File: config.mk
export PLATFORM = sky130hd
export DESIGN_NAME = sobel_stream
export DESIGN_NICKNAME = d
export VERILOG_FILES = /design/src/rtl/sobel_stream.sv
export SDC_FILE = /design/constraint.sdc
export NUM_CORES = 1
export LEC_CHECK = 0
export CELL_PAD_IN_SITES_DETAIL_PLACEMENT = 1
export CELL_PAD_IN_SITES_GLOBAL_PLACEMENT = 2
export CORE_MARGIN = 2
export CORE_UTILIZATION = 35
export DETAILED_ROUTE_END_ITERATION = 8
export MAX_ROUTING_LAYER = met4
export PLACE_DENSITY = 0.73
export RECOVER_POWER = 100
export SKIP_LAST_GASP = 1
export SYNTH_ARGS = -nofsm -noshare
export SYNTH_HDL_FRONTEND = slang
export SYNTH_SLANG_ARGS = --single-unit
File: constraint.sdc
create_clock -name clk -period 26.1 [get_ports clk]
set_input_delay 2.61 -clock clk [delete_from_list [all_inputs] [get_ports clk]]
set_output_delay 2.61 -clock clk [all_outputs]
set_load 0.02 [all_outputs]
File: src/rtl/sobel_stream.sv
// Streaming 3x3 Sobel edge engine for raster-order greyscale frames.
// Two line buffers hold the previous two rows; a 3x2 window register plus the
// column being accepted form the 3x3 neighbourhood. Each accepted pixel k
// completes the window centred on output k-(IMG_W+1), which is registered one
// cycle later. After the last pixel of a frame the block flushes the remaining
// IMG_W+1 outputs, which all lie on the frame border and are therefore 0.
module sobel_stream #(
  parameter int IMG_W = 32,
  parameter int IMG_H = 32,
  parameter int PIX_W = 8
) (
  input  logic             clk,
  input  logic             rst,
  input  logic             in_valid,
  output logic             in_ready,
  input  logic [PIX_W-1:0] pix_data,
  input  logic [1:0]       mode,
  input  logic [PIX_W-1:0] thresh,
  output logic             out_valid,
  output logic [PIX_W-1:0] edge_out,
  output logic             out_last,
  output logic             busy
);

  localparam int CW = $clog2(IMG_W);
  localparam int RW = $clog2(IMG_H);
  localparam int FW = $clog2(IMG_W + 1);
  localparam int GW = PIX_W + 4;

  localparam logic [CW-1:0]    COL_LAST   = CW'(IMG_W - 1);
  localparam logic [CW-1:0]    COL_TWO    = CW'(2);
  localparam logic [RW-1:0]    ROW_LAST   = RW'(IMG_H - 1);
  localparam logic [RW-1:0]    ROW_ONE    = RW'(1);
  localparam logic [RW-1:0]    ROW_TWO    = RW'(2);
  localparam logic [FW-1:0]    FLUSH_LAST = FW'(IMG_W);
  localparam logic [PIX_W-1:0] MAXV       = '1;

  typedef enum logic [1:0] {S_FILL, S_RUN, S_FLUSH} state_e;
  typedef enum logic [1:0] {
    M_SIGNED = 2'd0,
    M_MAG    = 2'd1,
    M_MAX    = 2'd2,
    M_THRESH = 2'd3
  } mode_e;
  typedef logic signed [GW-1:0] grad_t;

  // Zero-extend a pixel into the signed gradient width.
  function automatic grad_t ext(input logic [PIX_W-1:0] p);
    return $signed({4'b0000, p});
  endfunction

  // Clamp a signed gradient-domain value to [0, MAXV].
  function automatic logic [PIX_W-1:0] clamp(input grad_t v);
    if (v[GW-1]) return '0;
    if (v > ext(MAXV)) return MAXV;
    return v[PIX_W-1:0];
  endfunction

  // Control / output registers
  state_e            state_q;
  logic              in_ready_q;
  logic              out_valid_q;
  logic              out_last_q;
  logic              busy_q;
  logic [PIX_W-1:0]  edge_q;
  logic [FW-1:0]     flush_cnt_q;

  // Datapath registers
  logic [CW-1:0]     col_q;
  logic [RW-1:0]     row_q;
  mode_e             mode_q;
  logic [PIX_W-1:0]  thresh_q;
  logic [PIX_W-1:0]  lb_top_q [IMG_W];  // row r-2, indexed by column
  logic [PIX_W-1:0]  lb_mid_q [IMG_W];  // row r-1, indexed by column
  logic [PIX_W-1:0]  win_q    [3][2];   // [row top/mid/bot][col C-2, C-1]

  logic              accept;
  logic [PIX_W-1:0]  col_top;
  logic [PIX_W-1:0]  col_mid;
  logic              interior;
  grad_t             gx, gy, ax, ay, mag_sum, sgn_sum, max_g;
  logic [PIX_W-1:0]  mag_c;
  logic [PIX_W-1:0]  edge_d;

  assign accept   = in_valid && in_ready_q;
  assign col_top  = lb_top_q[col_q];
  assign col_mid  = lb_mid_q[col_q];
  // Centre is (row_q-1, col_q-1); interior when both lie in [1, size-2].
  assign interior = (row_q >= ROW_TWO) && (col_q >= COL_TWO);

  // Gradients over the window: stored columns C-2, C-1 plus incoming column C.
  assign gx = (ext(col_top) + (ext(col_mid) <<< 1) + ext(pix_data))
            - (ext(win_q[0][0]) + (ext(win_q[1][0]) <<< 1) + ext(win_q[2][0]));
  assign gy = (ext(win_q[2][0]) + (ext(win_q[2][1]) <<< 1) + ext(pix_data))
            - (ext(win_q[0][0]) + (ext(win_q[0][1]) <<< 1) + ext(col_top));
  assign ax      = gx[GW-1] ? -gx : gx;
  assign ay      = gy[GW-1] ? -gy : gy;
  assign mag_sum = (ax + ay) >>> 1;
  assign sgn_sum = (-gx - gy) >>> 1;
  assign max_g   = (ax > ay) ? ax : ay;

  // Select the edge value for the current window according to the frame mode.
  always_comb begin
    // NOTE: every signal written here gets a default first, so no path can
    // leave it unassigned and infer a latch.
    edge_d = '0;
    mag_c  = clamp(mag_sum);
    if (interior) begin
      unique case (mode_q)
        M_SIGNED: edge_d = clamp(sgn_sum);
        M_MAG:    edge_d = mag_c;
        M_MAX:    edge_d = clamp(max_g);
        M_THRESH: edge_d = (mag_c >= thresh_q) ? MAXV : '0;
      endcase
    end
  end

  // Raster counters, line buffers, window shift and per-frame mode capture.
  always_ff @(posedge clk) begin
    if (rst) begin
      col_q    <= '0;
      row_q    <= '0;
      mode_q   <= M_SIGNED;
      thresh_q <= '0;
      // NOTE: the line buffers are flop arrays, so they are cleared here with
      // the rest of the state; a RAM-backed buffer would not be reset.
      for (int i = 0; i < IMG_W; i++) begin
        lb_top_q[i] <= '0;
        lb_mid_q[i] <= '0;
      end
      for (int r = 0; r < 3; r++) begin
        win_q[r][0] <= '0;
        win_q[r][1] <= '0;
      end
    end else if (accept) begin
      lb_top_q[col_q] <= col_mid;
      lb_mid_q[col_q] <= pix_data;
      win_q[0][0]     <= win_q[0][1];
      win_q[0][1]     <= col_top;
      win_q[1][0]     <= win_q[1][1];
      win_q[1][1]     <= col_mid;
      win_q[2][0]     <= win_q[2][1];
      win_q[2][1]     <= pix_data;
      if (row_q == '0 && col_q == '0) begin
        mode_q   <= mode_e'(mode);
        thresh_q <= thresh;
      end
      if (col_q == COL_LAST) begin
        col_q <= '0;
        row_q <= (row_q == ROW_LAST) ? '0 : row_q + RW'(1);
      end else begin
        col_q <= col_q + CW'(1);
      end
    end
  end

  // Frame FSM with registered handshake, output and status signals.
  always_ff @(posedge clk) begin
    // NOTE: sequential state uses non-blocking assignments only, so every
    // register samples the pre-edge values regardless of statement order.
    if (rst) begin
      state_q     <= S_FILL;
      in_ready_q  <= 1'b0;
      out_valid_q <= 1'b0;
      out_last_q  <= 1'b0;
      busy_q      <= 1'b0;
      edge_q      <= '0;
      flush_cnt_q <= '0;
    end else begin
      out_valid_q <= 1'b0;
      out_last_q  <= 1'b0;
      edge_q      <= '0;
      unique case (state_q)
        S_FILL: begin
          in_ready_q <= 1'b1;
          busy_q     <= 1'b0;
          // Pixel IMG_W sits at row 1, column 0; after it the window is primed.
          if (accept && row_q == ROW_ONE && col_q == '0) state_q <= S_RUN;
        end
        S_RUN: begin
          if (accept) begin
            out_valid_q <= 1'b1;
            edge_q      <= edge_d;
            if (row_q == ROW_LAST && col_q == COL_LAST) begin
              state_q     <= S_FLUSH;
              in_ready_q  <= 1'b0;
              flush_cnt_q <= '0;
            end
          end
        end
        S_FLUSH: begin
          // Remaining outputs are the last border positions: always 0.
          out_valid_q <= 1'b1;
          busy_q      <= 1'b1;
          if (flush_cnt_q == FLUSH_LAST) begin
            out_last_q <= 1'b1;
            state_q    <= S_FILL;
          end else begin
            flush_cnt_q <= flush_cnt_q + FW'(1);
          end
        end
        default: state_q <= S_FILL;
      endcase
    end
  end

  assign in_ready  = in_ready_q;
  assign out_valid = out_valid_q;
  assign edge_out  = edge_q;
  assign out_last  = out_last_q;
  assign busy      = busy_q;

endmodule

[Yosys cells after proc, flatten, opt, wreduce, memory -nomap -nowiden]
Memory sizes are Yosys's and may differ from the RTL's. A register that Yosys moved wholly into a read port is not among the register bits.
Cells that the tools add are included.
Operators by class
  add/subtract/negate cells: 17
  order comparisons: 7
  equal/unequal tests: 14
  mux-type cells: 72
  bitwise logic cells: 10
  reductions and logical operators: 22
Operators by type and width (count)
  8-bit 2-to-1 mux: 21
  10-bit by 8-bit adder with 11-bit output: 4
  8-bit by 9-bit adder with 10-bit output: 4
  5-bit 2-to-1 mux: 8
  12-bit 2-to-1 mux: 3
  8-bit one-hot mux with 4 select lines: 1
  1-bit 2-to-1 mux: 27
  12-bit negator: 2
  11-bit by 11-bit subtractor with 12-bit output: 2
  11-bit by 9-bit greater-than comparator with 1-bit output, second input constant: 2
  6-bit 2-to-1 mux: 3
  8-bit OR reduction: 2
  12-bit adder: 1
  12-bit greater-than comparator: 1
  12-bit by 9-bit greater-than comparator with 1-bit output, second input constant: 1
  6-bit one-hot mux with 2 select lines: 1
  12-bit subtractor: 1
  5-bit by 1-bit adder with 5-bit output, second input constant: 2
  5-bit == test, second input constant: 2
  5-bit by 2-bit greater-or-equal comparator with 1-bit output, second input constant: 2
  5-bit logical NOT: 2
  2-bit != test, second input constant: 5
  8-bit greater-or-equal comparator: 1
  2-bit 2-to-1 mux: 4
  other kinds (17): 40
Word-level totals
  register bits after elaboration: 40
  memory bits (writable): 560
  input port bits: 21
  output and inout bits: 12
  word-level logic and storage cells: 156
  memories: 3
Memory list
  lb_mid_q: words 32, bits a word 8, read ports 1, clocked after Yosys merged registers in 1, wr ports 32, line 74  | logic [PIX_W-1:0] lb_mid_q [IMG_W];
  lb_top_q: words 32, bits a word 8, read ports 1, clocked after Yosys merged registers in 1, wr ports 32, line 73  | logic [PIX_W-1:0] lb_top_q [IMG_W];
  win_q: words 3, bits a word 16, read ports 3, clocked after Yosys merged registers in 0, wr ports 3, line 75  | logic [PIX_W-1:0] win_q [3][2];

[Logic depth before layout (Yosys ltp)]
  depth in word-level cells: 16
  mapped depth: 43

[Least setup slack after synthesis]
OpenSTA, ideal clock, no wires.
  kind: in2reg
  from: input pix_data[0]
  to: register edge_q[3], in the netlist edge_out[3]
  setup time: 0.131 ns
  arrival time: 10.049 ns
  data required time: 25.969 ns
  setup slack: 15.920 ns
  stages on the path: 34
  cell sequence: clkinv_1 clkbuf_1 fa_1 inv_1 fa_1 inv_1 fa_1 inv_1 ha_1 inv_1 fa_1 nand2b_1 a21oi_2 o21ai_0 a2111oi_4 mux2_1 a311o_1 ha_1 or4_1 o211ai_1 a31oi_1 o211ai_1 a31o_2 clkbuf_1 a21oi_1 ha_1 a21o_1 a21o_1 a21oi_1 o21ai_0 o2111a_1 or2_0 o41ai_1 a31oi_1
On the way
  word-level cells in the longest chain between the ends: 14
  elaborated cells between the ends (all ways): 44
Ends and longest elaborated chain
  from (decl): line 16  | input logic [PIX_W-1:0] pix_data,
  parallel branches: the longest is 13 deep, another holds 11-bit by 11-bit subtractor with 12-bit output
  8-bit one-hot mux with 4 select lines *: line 109  | unique case (mode_q)
  to (signal assigned): line 183  | edge_q <= edge_d;
  to (decl): line 65  | logic [PIX_W-1:0] edge_q;
Every way passes the cells marked *. The select of a mux whose other input is x is not followed.
A chain may end at the register's enable or synchronous reset.

==> summary.md <==
| Metric | Value |
|---|---|
| Synth warn | 0 |
| Syn nets | 2552 |
| Skew final | 0.0173 ns |
| Delay-heaviest family, CP | compound AO/OA/AOI/OAI gates |
| Crit Path Category | register to register |
| Worst setup SP type | register |
| Power Density | 140 nW/um2 |
| Met3 Track Usage GR | 0.0233 |
| Post-CTS sizing | 0 |
| Number of DRC markers in iteration 0 | 1477 |
| Clk slew on worst S/H paths | 0.06 ns |
| Max rail drop VDD | 212 uV |
| Max stage delay on crit path | 2.15 ns |
| Worst slew pin tran | 3.19 ns |
| DRC viols | 0 |
| Total Wirelength | 88.1 mm |
| Async SR Flop Fraction | 0 |
| Initial Util | 0.352 |
| Slowest cell on crit path | clkbuf_1 |
| Post-synth EDFFs | 560 |
| P_leak | 12.7 nW |
| DP Area | 32500 um2 |
| Number of synthesized register bits | 605 |
| Initial antenna violation count | 1 |
| Via count | 19444 |
| Nets@finish | 2530 |
| Post-DP HPWL | 58.3 mm |
| Area contributors post-synth | edfxtp_1 54%, mux4_2 12%, nor2_1 6.5% |
| Largest net degree at the start of global routing | 90 |
| Core ar. | 88000 um2 |
| Max-slew violation count | 198 |
| Buffer and inverter count on the worst path | 6 |
| Final worst-path cycle share | 0.509 |
| Fmax | 75.3 MHz |
| # setup viols final | 0 |
| Drt first pass iters | 5 |
| Dominant cell type by area after synthesis | edfxtp_1 |
| Clock sink count | 605 |
| Global Route met1 Usage | 0.279 |
| Status | finished with violations |
| Global route hottest layer | met2 |
| First-pass GRT wire length | 133 mm |
| Vias per cell | 5.43 |
| Die H | 301 um |
| Failing checks | capacitance limit, slew limit |
| Min-delay worst type | register to register |
| Grt met2 use | 0.321 |
| Element type at the critical path end | register |
| Routability cong. | 0.853 |
| Num ports | 33 |
| Most common library cell in the layout ignoring fill and taps | edfxtp_1 |
| Number of post-CTS setup repair buffers | 0 |
| Synth top area share | 0.544 |
| Layout cells sized above 1 | 0.135 |
| Global Route Usage Sum | 0.202 |
| Vias in the first global route | 20402 |
| Clk_lat worst skew | 0.63 ns |
| Main synth FF type | edfxtp_1 |
| Mapped Cells | 2384 |
| Synth-to-Final Area Change | 12.1% |
| Netlist Area Pre-Place | 30900 um2 |
| CTS tree | built |
| Worst Path Max Fanout | 89 |
| Post-Route Setup TNS | 0 ns |
| Rows | 109 |
| Max H-tree Level | 3 |
| Antenna Cells | 0 |
| Fillcell total | 9145 |
| Relative slew margins | -1.13 |
| Clock Tree Root | clkbuf_16 |
| Synth unique cells | 89 |
| Total CTS buffers | 70 |
| Hold Buf Count CTS | 0 |
| Critical Path RT | 26.59 ns |
| Avg Inst Size Synth | 13.0 um2 |
| GR Overflow Total | 0 |
| Final worst path period need | 13.29 ns |
| Sequential share of the synthesized area | 0.573 |
| Unrepaired setup endpoints after global routing | no |
| Most frequent cells in the layout | 560 x edfxtp_1, 533 x nor2_1, 160 x mux4_2 |
| DIE AREA | 90800 um2 |
| Die width | 301 um |
| Antenna Nets Post-Route | 0 |
| Number of port buffers | 32 |
| WL/cell | 24.6 um |
| Critical path arrival | 13.78 ns |
| Total of max-cap violations | 5 |
| Final hold vios | 0 |
| Fin area | 34700 um2 |
| CTS Buffer Depth | 3 |
==> metrics by stage <==
step	util	total power [mW]	instances	setup slack [ns]	hold slack, ns
detailed placement	0.369	3.88	3455	14.43	0.451
global route	0.394	5.22	3579	11.49	0.481
global placement	0.369	3.83	3455	14.66	0.447
floorplan	-	3.14	2384	15.92	0.432
CTS	0.395	4.88	3579	14.55	0.460
finish	0.394	4.87	3579	12.81	0.459
==> cell type report <==
type / instances / area, um2 / share of cell area
Clock inverter: 36 / 432 / 0.0125
Timing Repair Buffer: 67 / 549 / 0.0158
Sequential cell: 605 / 17700 / 0.511
Inverter: 140 / 527 / 0.0152
Multi-Input combinational cell: 1478 / 12200 / 0.350
Tap cell: 1165 / 1460 / 0.0420
Clock buffer: 88 / 1830 / 0.0529
==> logic make-up (layout without fill, tap and decap cells) <==
group	after synthesis	in the layout	share of synthesized area
xor gates and xnor gates	48	48	0.0136
adders and majority gates	147	147	0.0750
buffers and inverters	301	331	0.0375
DFF	605	605	0.573
AOI/OAI and AO/OA	217	217	0.0486
muxes	183	183	0.124
and+or+nand+nor	882	882	0.128
other	1	1	0.000121
==> flip-flops by register name (all words and copies together), names as in the netlist, named ones only <==
signal,flops
win_q,48
row_q,5
lb_top_q,256
thresh_q,8
in_ready,1
out_last,1
mode_q,2
lb_mid_q,256
state_q,2
out_valid,1
col_q,5
edge_out,8
flush_cnt_q,6
busy,1
==> worst reg2reg max path: cells and delay by family (launching register included) <==
| kind | cells | cell delay, ns |
|---|---|---|
| and+or+nand+nor | 4 | 0.87 |
| adders and majority gates | 6 | 2.54 |
| buffers and inverters | 6 | 3.32 |
| DFF | 1 | 0.68 |
| xor gates and xnor gates | 1 | 0.57 |
| AOI/OAI and AO/OA | 14 | 3.21 |
| muxes | 4 | 1.99 |
==> routing by layer <==
layer	vias up	wire, um
met5	-	0
met4	0	1620
met3	110	4460
met2	502	42700
met1	10282	39300
li1	8550	-
==> final timing paths <==
kind	from	to	slack (ns)	cells past startpoint
max	register	edge_out[3]	12.81	35
min	thresh_q[5]	thresh_q[5]	0.46	2
max reg2reg	register	edge_out[3]	12.81	35
min reg2reg	thresh_q[5]	thresh_q[5]	0.46	2
==> report_power, final <==
group / switching [mW] / total [mW] / internal [mW] / leakage, nW
clock: 0.401 / 0.982 / 0.580 / 1.11
sequential: 0.0138 / 1.11 / 1.09 / 6.06
combinational: 1.72 / 2.77 / 1.06 / 5.54
==> Yosys cell counts (all sizes together) (10+ instances only) <==
| master | number |
|---|---|
| edfxtp | 560 |
| nand2b | 47 |
| clkbuf | 135 |
| mux4 | 160 |
| mux2i | 21 |
| xnor2 | 23 |
| ha | 83 |
| or2 | 10 |
| nor2b | 10 |
| fa | 64 |
| dfxtp | 45 |
| buf | 26 |
| xor2 | 25 |
| inv | 132 |
| nand2 | 93 |
| o21a | 10 |
| a31oi | 14 |
| nor2 | 533 |
| a21oi | 67 |
| a21o | 16 |
| nor3 | 26 |
| nand3 | 18 |
| and2 | 35 |
| o21ai | 36 |
| and3 | 73 |
Power figures use the tool's default switching activity.
